`src/rtl/sudoku_pkg.sv`:
```
// Shared definitions for the 4x4 Sudoku board checker.
//   VAL_W            : cell value width (0 = empty, 1..4 digits, 5..7 illegal)
//   NUM_GROUPS       : constraint groups scanned (4 rows, 4 columns, 4 boxes)
//   CELLS_PER_GROUP  : cells read per group
//   NO_BAD_GROUP     : first_bad_group value when no group failed
//   ROW_G0/COL_G0/BOX_G0 : first group index of each group kind
//   state_t          : checker sequencer states
package sudoku_pkg;

    localparam int unsigned VAL_W           = 3;
    localparam int unsigned NUM_GROUPS      = 12;
    localparam int unsigned CELLS_PER_GROUP = 4;

    localparam logic [3:0] NO_BAD_GROUP = 4'hF;
    localparam logic [3:0] ROW_G0       = 4'd0;
    localparam logic [3:0] COL_G0       = 4'd4;
    localparam logic [3:0] BOX_G0       = 4'd8;

    typedef enum logic [1:0] {
        ST_IDLE,
        ST_READ,
        ST_EVAL,
        ST_DONE
    } state_t;

endpackage

```
`src/rtl/sudoku_group_addr.sv`:
```
// Combinational cell-address generator for one constraint group.
//   g    : group index (0..3 rows, 4..7 columns, 8..11 boxes)
//   k    : cell index within the group (0..3)
//   addr : board address = row*4 + col; 0 for out-of-range groups
module sudoku_group_addr
    import sudoku_pkg::*;
(
    input  logic [3:0] g,
    input  logic [1:0] k,
    output logic [3:0] addr
);

    // Group bases are multiples of 4, so g[1:0] is already the row,
    // column or box number within each kind.
    always_comb begin
        addr = '0;
        if (g < COL_G0) begin
            addr = {g[1:0], k};
        end else if (g < BOX_G0) begin
            addr = {k, g[1:0]};
        end else if (g < BOX_G0 + 4'd4) begin
            // row = 2*b[1] + k[1], col = 2*b[0] + k[0]
            addr = {g[1], k[1], g[0], k[0]};
        end
    end

endmodule

```
`src/rtl/board_check_seq.sv`:
```
// Board solution checker: walks all 12 Sudoku constraint groups over the
// board read port and reports fill/conflict status.
//   clka            : clock, all logic on posedge
//   restart_n       : synchronous active-low reset
//   start           : request a check (accepted only when idle)
//   rd_en/rd_addr   : board read strobe and cell address
//   rd_data         : cell value, valid one cycle after rd_en
//   busy            : scan in progress (through the done cycle)
//   done            : one-cycle completion pulse
//   solved          : filled & ~conflict, updated after done
//   filled          : no empty cell seen
//   conflict        : duplicate or illegal value seen
//   first_bad_group : lowest failing group, 4'hF if none
module board_check_seq
    import sudoku_pkg::*;
#(
    parameter int unsigned VAL_W      = sudoku_pkg::VAL_W,
    parameter int unsigned NUM_GROUPS = sudoku_pkg::NUM_GROUPS
) (
    input  logic             clka,
    input  logic             restart_n,
    input  logic             start,
    output logic             rd_en,
    output logic [3:0]       rd_addr,
    input  logic [VAL_W-1:0] rd_data,
    output logic             busy,
    output logic             done,
    output logic             solved,
    output logic             filled,
    output logic             conflict,
    output logic [3:0]       first_bad_group
);

    localparam logic [3:0] LAST_GROUP = 4'(NUM_GROUPS - 1);
    localparam logic [1:0] LAST_CELL  = 2'(CELLS_PER_GROUP - 1);

    state_t     state;
    state_t     state_nxt;
    logic [3:0] g;
    logic [1:0] k;
    logic [3:0] seen;
    logic       cap_pend;
    logic [3:0] grp_addr;

    logic       val_empty;
    logic       val_legal;
    logic [1:0] val_idx;
    logic [3:0] val_bit;
    logic       val_conflict;

    sudoku_group_addr u_group_addr (
        .g    (g),
        .k    (k),
        .addr (grp_addr)
    );

    // State register
    always_ff @(posedge clka) begin
        if (!restart_n) begin
            state <= ST_IDLE;
        end else begin
            state <= state_nxt;
        end
    end

    // Next-state logic
    always_comb begin
        state_nxt = state;
        unique case (state)
            ST_IDLE: if (start) state_nxt = ST_READ;
            ST_READ: if (k == LAST_CELL) state_nxt = ST_EVAL;
            ST_EVAL: state_nxt = (g == LAST_GROUP) ? ST_DONE : ST_READ;
            ST_DONE: state_nxt = ST_IDLE;
            default: state_nxt = ST_IDLE;
        endcase
    end

    // Output logic
    always_comb begin
        rd_en   = (state == ST_READ);
        busy    = (state != ST_IDLE);
        done    = (state == ST_DONE);
        rd_addr = (state == ST_READ) ? grp_addr : '0;
    end

    // Classification of the value returned for the previous read.
    // Digit 4 (3'b100) maps to index 3 through the 2-bit wrap of 0-1.
    always_comb begin
        val_empty    = (rd_data == '0);
        val_legal    = !val_empty && (rd_data <= VAL_W'(CELLS_PER_GROUP));
        val_idx      = rd_data[1:0] - 2'd1;
        val_bit      = val_legal ? (4'b0001 << val_idx) : '0;
        val_conflict = val_legal ? seen[val_idx] : !val_empty;
    end

    // Counters, seen mask and result flags
    always_ff @(posedge clka) begin
        if (!restart_n) begin
            g               <= '0;
            k               <= '0;
            seen            <= '0;
            cap_pend        <= 1'b0;
            filled          <= 1'b0;
            conflict        <= 1'b0;
            solved          <= 1'b0;
            first_bad_group <= NO_BAD_GROUP;
        end else begin
            // rd_data answers the read strobe of the previous cycle
            cap_pend <= (state == ST_READ);

            if (cap_pend) begin
                if (val_empty) filled <= 1'b0;
                if (val_conflict) begin
                    conflict <= 1'b1;
                    if (!conflict) first_bad_group <= g;
                end
                seen <= seen | val_bit;
            end

            unique case (state)
                ST_IDLE: begin
                    if (start) begin
                        seen            <= '0;
                        filled          <= 1'b1;
                        conflict        <= 1'b0;
                        first_bad_group <= NO_BAD_GROUP;
                        solved          <= 1'b0;
                        g               <= '0;
                        k               <= '0;
                    end
                end
                ST_READ: begin
                    k <= k + 2'd1;
                end
                ST_EVAL: begin
                    // overrides the capture update above: last cell of
                    // the group has already been checked against seen
                    seen <= '0;
                    k    <= '0;
                    if (g != LAST_GROUP) g <= g + 4'd1;
                end
                ST_DONE: begin
                    solved <= filled & ~conflict;
                    g      <= '0;
                    k      <= '0;
                end
                default: ;
            endcase
        end
    end

endmodule

```
`config.mk`:
```
export PLATFORM = sky130hd
export DESIGN_NAME = board_check_seq
export DESIGN_NICKNAME = d
export VERILOG_FILES = /design/src/rtl/sudoku_pkg.sv /design/src/rtl/sudoku_group_addr.sv /design/src/rtl/board_check_seq.sv
export SDC_FILE = /design/constraint.sdc
export NUM_CORES = 1
export LEC_CHECK = 0
export ABC_AREA = 1
export CAP_MARGIN = 20
export CORE_MARGIN = 1.5
export CORE_UTILIZATION = 30
export DETAILED_ROUTE_END_ITERATION = 10
export GPL_TIMING_DRIVEN = 0
export SLEW_MARGIN = 20
export SYNTH_ARGS = -nofsm -noshare
export SYNTH_HDL_FRONTEND = slang
export SYNTH_SLANG_ARGS = --single-unit
```
`constraint.sdc`:
```
create_clock -name clka -period 2.1 [get_ports clka]
set_input_delay 0.315 -clock clka [delete_from_list [all_inputs] [get_ports clka]]
set_output_delay 0.315 -clock clka [all_outputs]
set_load 0.005 [all_outputs]
```
==> results of run 1 <==
## state kept, by name (all words and copies together) (netlist names)
signal / cells
filled: 1
solved: 1
k: 2
seen: 4
g: 4
conflict: 1
cap_pend: 1
state: 2
first_bad_group: 4
## power breakdown
part / switching (mW) / leakage (nW) / internal (mW) / total [mW]
Sequential: 0.0242 / 0.164 / 0.402 / 0.427
Clock: 0.130 / 0.0357 / 0.254 / 0.385
Combinational: 0.116 / 0.424 / 0.0929 / 0.208
Total: 0.270 / 0.623 / 0.750 / 1.02
## what timing repair did
item                                    4_1_cts  5_1_grt
hold endpoints to repair                      0        0
endpoints found under the setup margin        0        7
hold buffers                                  0        0
gates resized for setup                       0        7
setup buffers                                 0        1
## worst min-delay path: cells and delay by family (launching register included)
kind	cells	cell delay, ps
DFF	1	320
AOI/OAI and AO/OA	1	40
buffers and inverters	1	60
## layout by cell type, fill, tap and decap left out, types with 3 or more instances in the layout
cell / n
clkdlybuf4s50_1: 18
nor2_1: 3
inv_2: 6
a21oi_1: 10
nand2_1: 28
inv_1: 18
a21oi_2: 5
nor2_2: 4
o21ai_0: 6
ha_1: 7
nand3_2: 3
nand4_1: 7
nand3_1: 15
clkbuf_8: 3
dfxtp_1: 18
## layer usage
layer	vias to the layer above	GRT usage (%)	share of wire (%)
li1	533	-	-
met4	0	5.585	2.4
met1	443	14.50	48
met2	24	19.01	46
met5	-	0	0
met3	6	2.113	3.4
## logic make-up (layout without fill, tap and decap cells)
family                     after synthesis  in the layout  share of synthesized area, %
and+or+nand+nor                         68             68                         32.18
AOI/OAI and AO/OA                       25             25                         14.75
buffers and inverters                   25             49                         8.379
DFF                                     20             20                         35.75
adders and majority gates                8              8                         8.939
## Yosys cell counts
cell type and instances:
nor3_2 1, clkbuf_1 1, a211oi_1 1, a21boi_0 1, nor2_1 4, and3_2 1, inv_2 6, nand2_2 1
nor2_4 1, a21oi_2 5, ha_1 8, a21oi_1 10, o21ai_0 6, nand2_4 2, dfxtp_1 20, or2_1 1
inv_1 18, nand2_1 28, or2_4 1, nand4_1 7, a32o_1 1, nor2_2 3, nand3_2 3, a21oi_4 1
nand3_1 15
## worst max path at each step
| stage | endpoint | depth (start not counted) | slack (ps) |
|---|---|---|---|
| after floorplan | first_bad_group[0]$_SDFF_PN1_ | 8 | 510 |
| after global placement | first_bad_group[1]$_SDFF_PN1_ | 9 | -240 |
| after detailed placement | first_bad_group[3]$_SDFF_PN1_ | 9 | -270 |
| after CTS | first_bad_group[3]$_SDFF_PN1_ | 9 | 6 |
| after global routing | rd_addr[2] | 6 | 30 |
| final | rd_addr[2] | 5 | 140 |
## layout make-up
type	count	area, sq um	share of cell area, %
multi-input cells	101	630.6	43.19
flip-flops and latches	20	402.9	27.59
repair buffers	20	200.2	13.71
inverters	24	90.09	6.170
well taps	48	60.06	4.113
clock buffers	3	41.29	2.828
clock inverters	1	30.03	2.057
plain buffers	1	5.005	0.3428
## per-stage QoR
| step | instances | setup TNS, ps |
|---|---|---|
| after global routing | 218 | 0 |
| after CTS | 217 | 0 |
| final | 218 | 0 |
| after detailed placement | 213 | -1258 |
| after floorplan | 146 | 0 |
| after global placement | 213 | -1062 |
==> qor.yml, run 1 <==
outcome:
  status: "finished clean"
synthesis:
  synth_nets: 160
  ys_seq_elements: 20
  synth.area.top_cells: "dfxtp_1 (36%), nand2_1 (9.4%), ha_1 (8.9%)"
  synth.distinct_cells: 25
  synth_warnings: 0
  netlist_area_sq_um: 1120
  synth_cells: 146
  yosys.area.top_type: "dfxtp_1"
  synth_top_area_share_pct: 35.75
  seq_area_frac_synth_pct: 35.75
  syn_avg_cell_area_sq_um: 7.670
worst_setup_path:
  max_stage_delay_ps: 510
  critical_path.cell_chain: "nand2_2, inv_2, o21ai_0, a21oi_1, clkdlybuf4s50_1"
  reg2reg_slack_ps: 920
  slowest_stage: "clkdlybuf4s50_1"
  r2r-end: "g[1]$_SDFFE_PN0P_"
  cp-end-kind: "primary output"
  cpLargestDelayFamily: "buffers and inverters"
  crit_fanout: 9
  arrival_ps: 1650
  criticalPathCategory: "flip-flop to primary output"
  startpoint_type: "flip-flop"
  worst-endpoint-required_ps: 1780
  reg2reg_from: "g[1]$_SDFFE_PN0P_"
  crit_start: "state[0]$_SDFFE_PN0P_"
  critPathBufInv: 2
  ff2ff_path_depth: 7
timing:
  setup_viol: 0
  hold_ws_ps: 459.2
  slew_headroom_pct: 81.75
  setup_slack_ps: 138.6
  rsz0062_at_grt: "false"
  fin_crit_ps: 1961
  final.period_utilization_pct: 93.40
  max_freq_ghz: 0.5098
  fin_worst_skew_ps: 2.977
  drv_slew: 0
  worst_pin_slew_ps: 272.9
  hold_viol: 0
placement:
  pre_cts_slack_ps: -272.1
  dp_hpwl_um: 1767
  gp_congestion: 0.7669
  portBuffers: 19
  dpl_cell_area_sq_um: 1370
clock_tree:
  cts_num_sinks: 20
  clk_latency_ps: 260
  cts_max_path_buffers: 2
  htree_levels: 1
  cts_root_buf: "clkbuf_8"
  cts_tree: "yes"
  cts-buffers-inserted: 3
  clk_pin_slew_ps: 80
worst_hold_path:
  min_path_cells: 2
  hold_path_class: "flip-flop to flip-flop"
  min_from: "seen[0]$_SDFF_PN0_"
  holdPathEnd: "seen[0]$_SDFF_PN0_"
final_layout:
  fin_util_pct: 40.19
  area_growth_pct: 30.39
  drive_above_1_share_pct: 20.59
  nets: 185
  antenna_cells: 0
  fillCellCount: 385
  final_area_sq_um: 1460
grt:
  grt_pass1_vias: 931
  grt_pass1_wl_um: 3815
  grt_max_degree: 13
  track_usage_pct: 11.56
  antenna_found_initial: 0
  gr-total-overflow: 0
routing:
  ant_nets: 0
  wl_um: 2242
  firstDrtPassIters: 4
  drt-initial-drc-count: 23
  vias: 1006
  drt_drc_violations_left: 0
  vias_per_cell: 4.615
  wl_per_cell_um: 10.28
floorplanning:
  ioPinCount: 20
  die-area_sq_um: 4108
  die-width_um: 64.10
  fp-row-count: 22
  die_y_um: 64.10
  coreArea_sq_um: 3633
  start_util_pct: 30.82
power:
  peakVddDrop_mv: 0.2331
  p_leak_nw: 0.6234
  powerDensity_nw_per_um2: 698.3
  p_total_mw: 1.020
run:
  maxCapViolCount: 0
Power figures use the tool's default switching activity.
==> run 2: changes to the inputs <==
--- a/config.mk
+++ b/config.mk
@@ -11,6 +11,7 @@
 export CORE_UTILIZATION = 30
 export DETAILED_ROUTE_END_ITERATION = 10
 export GPL_TIMING_DRIVEN = 0
+export SKIP_CTS_REPAIR_TIMING = 1
 export SLEW_MARGIN = 20
 export SYNTH_ARGS = -nofsm -noshare
 export SYNTH_HDL_FRONTEND = slang
==> results of run 2 <==
Same layout as run 1: the final DEF is identical, and so are final timing and power.
==> run 3: changes to the inputs <==
--- a/config.mk
+++ b/config.mk
@@ -9,6 +9,7 @@
 export CAP_MARGIN = 20
 export CORE_MARGIN = 1.5
 export CORE_UTILIZATION = 30
+export CTS_CLUSTER_SIZE = 14
 export DETAILED_ROUTE_END_ITERATION = 10
 export GPL_TIMING_DRIVEN = 0
 export SKIP_CTS_REPAIR_TIMING = 1
==> results of run 3 <==
Same layout as run 1: the final DEF is identical, and so are final timing and power.
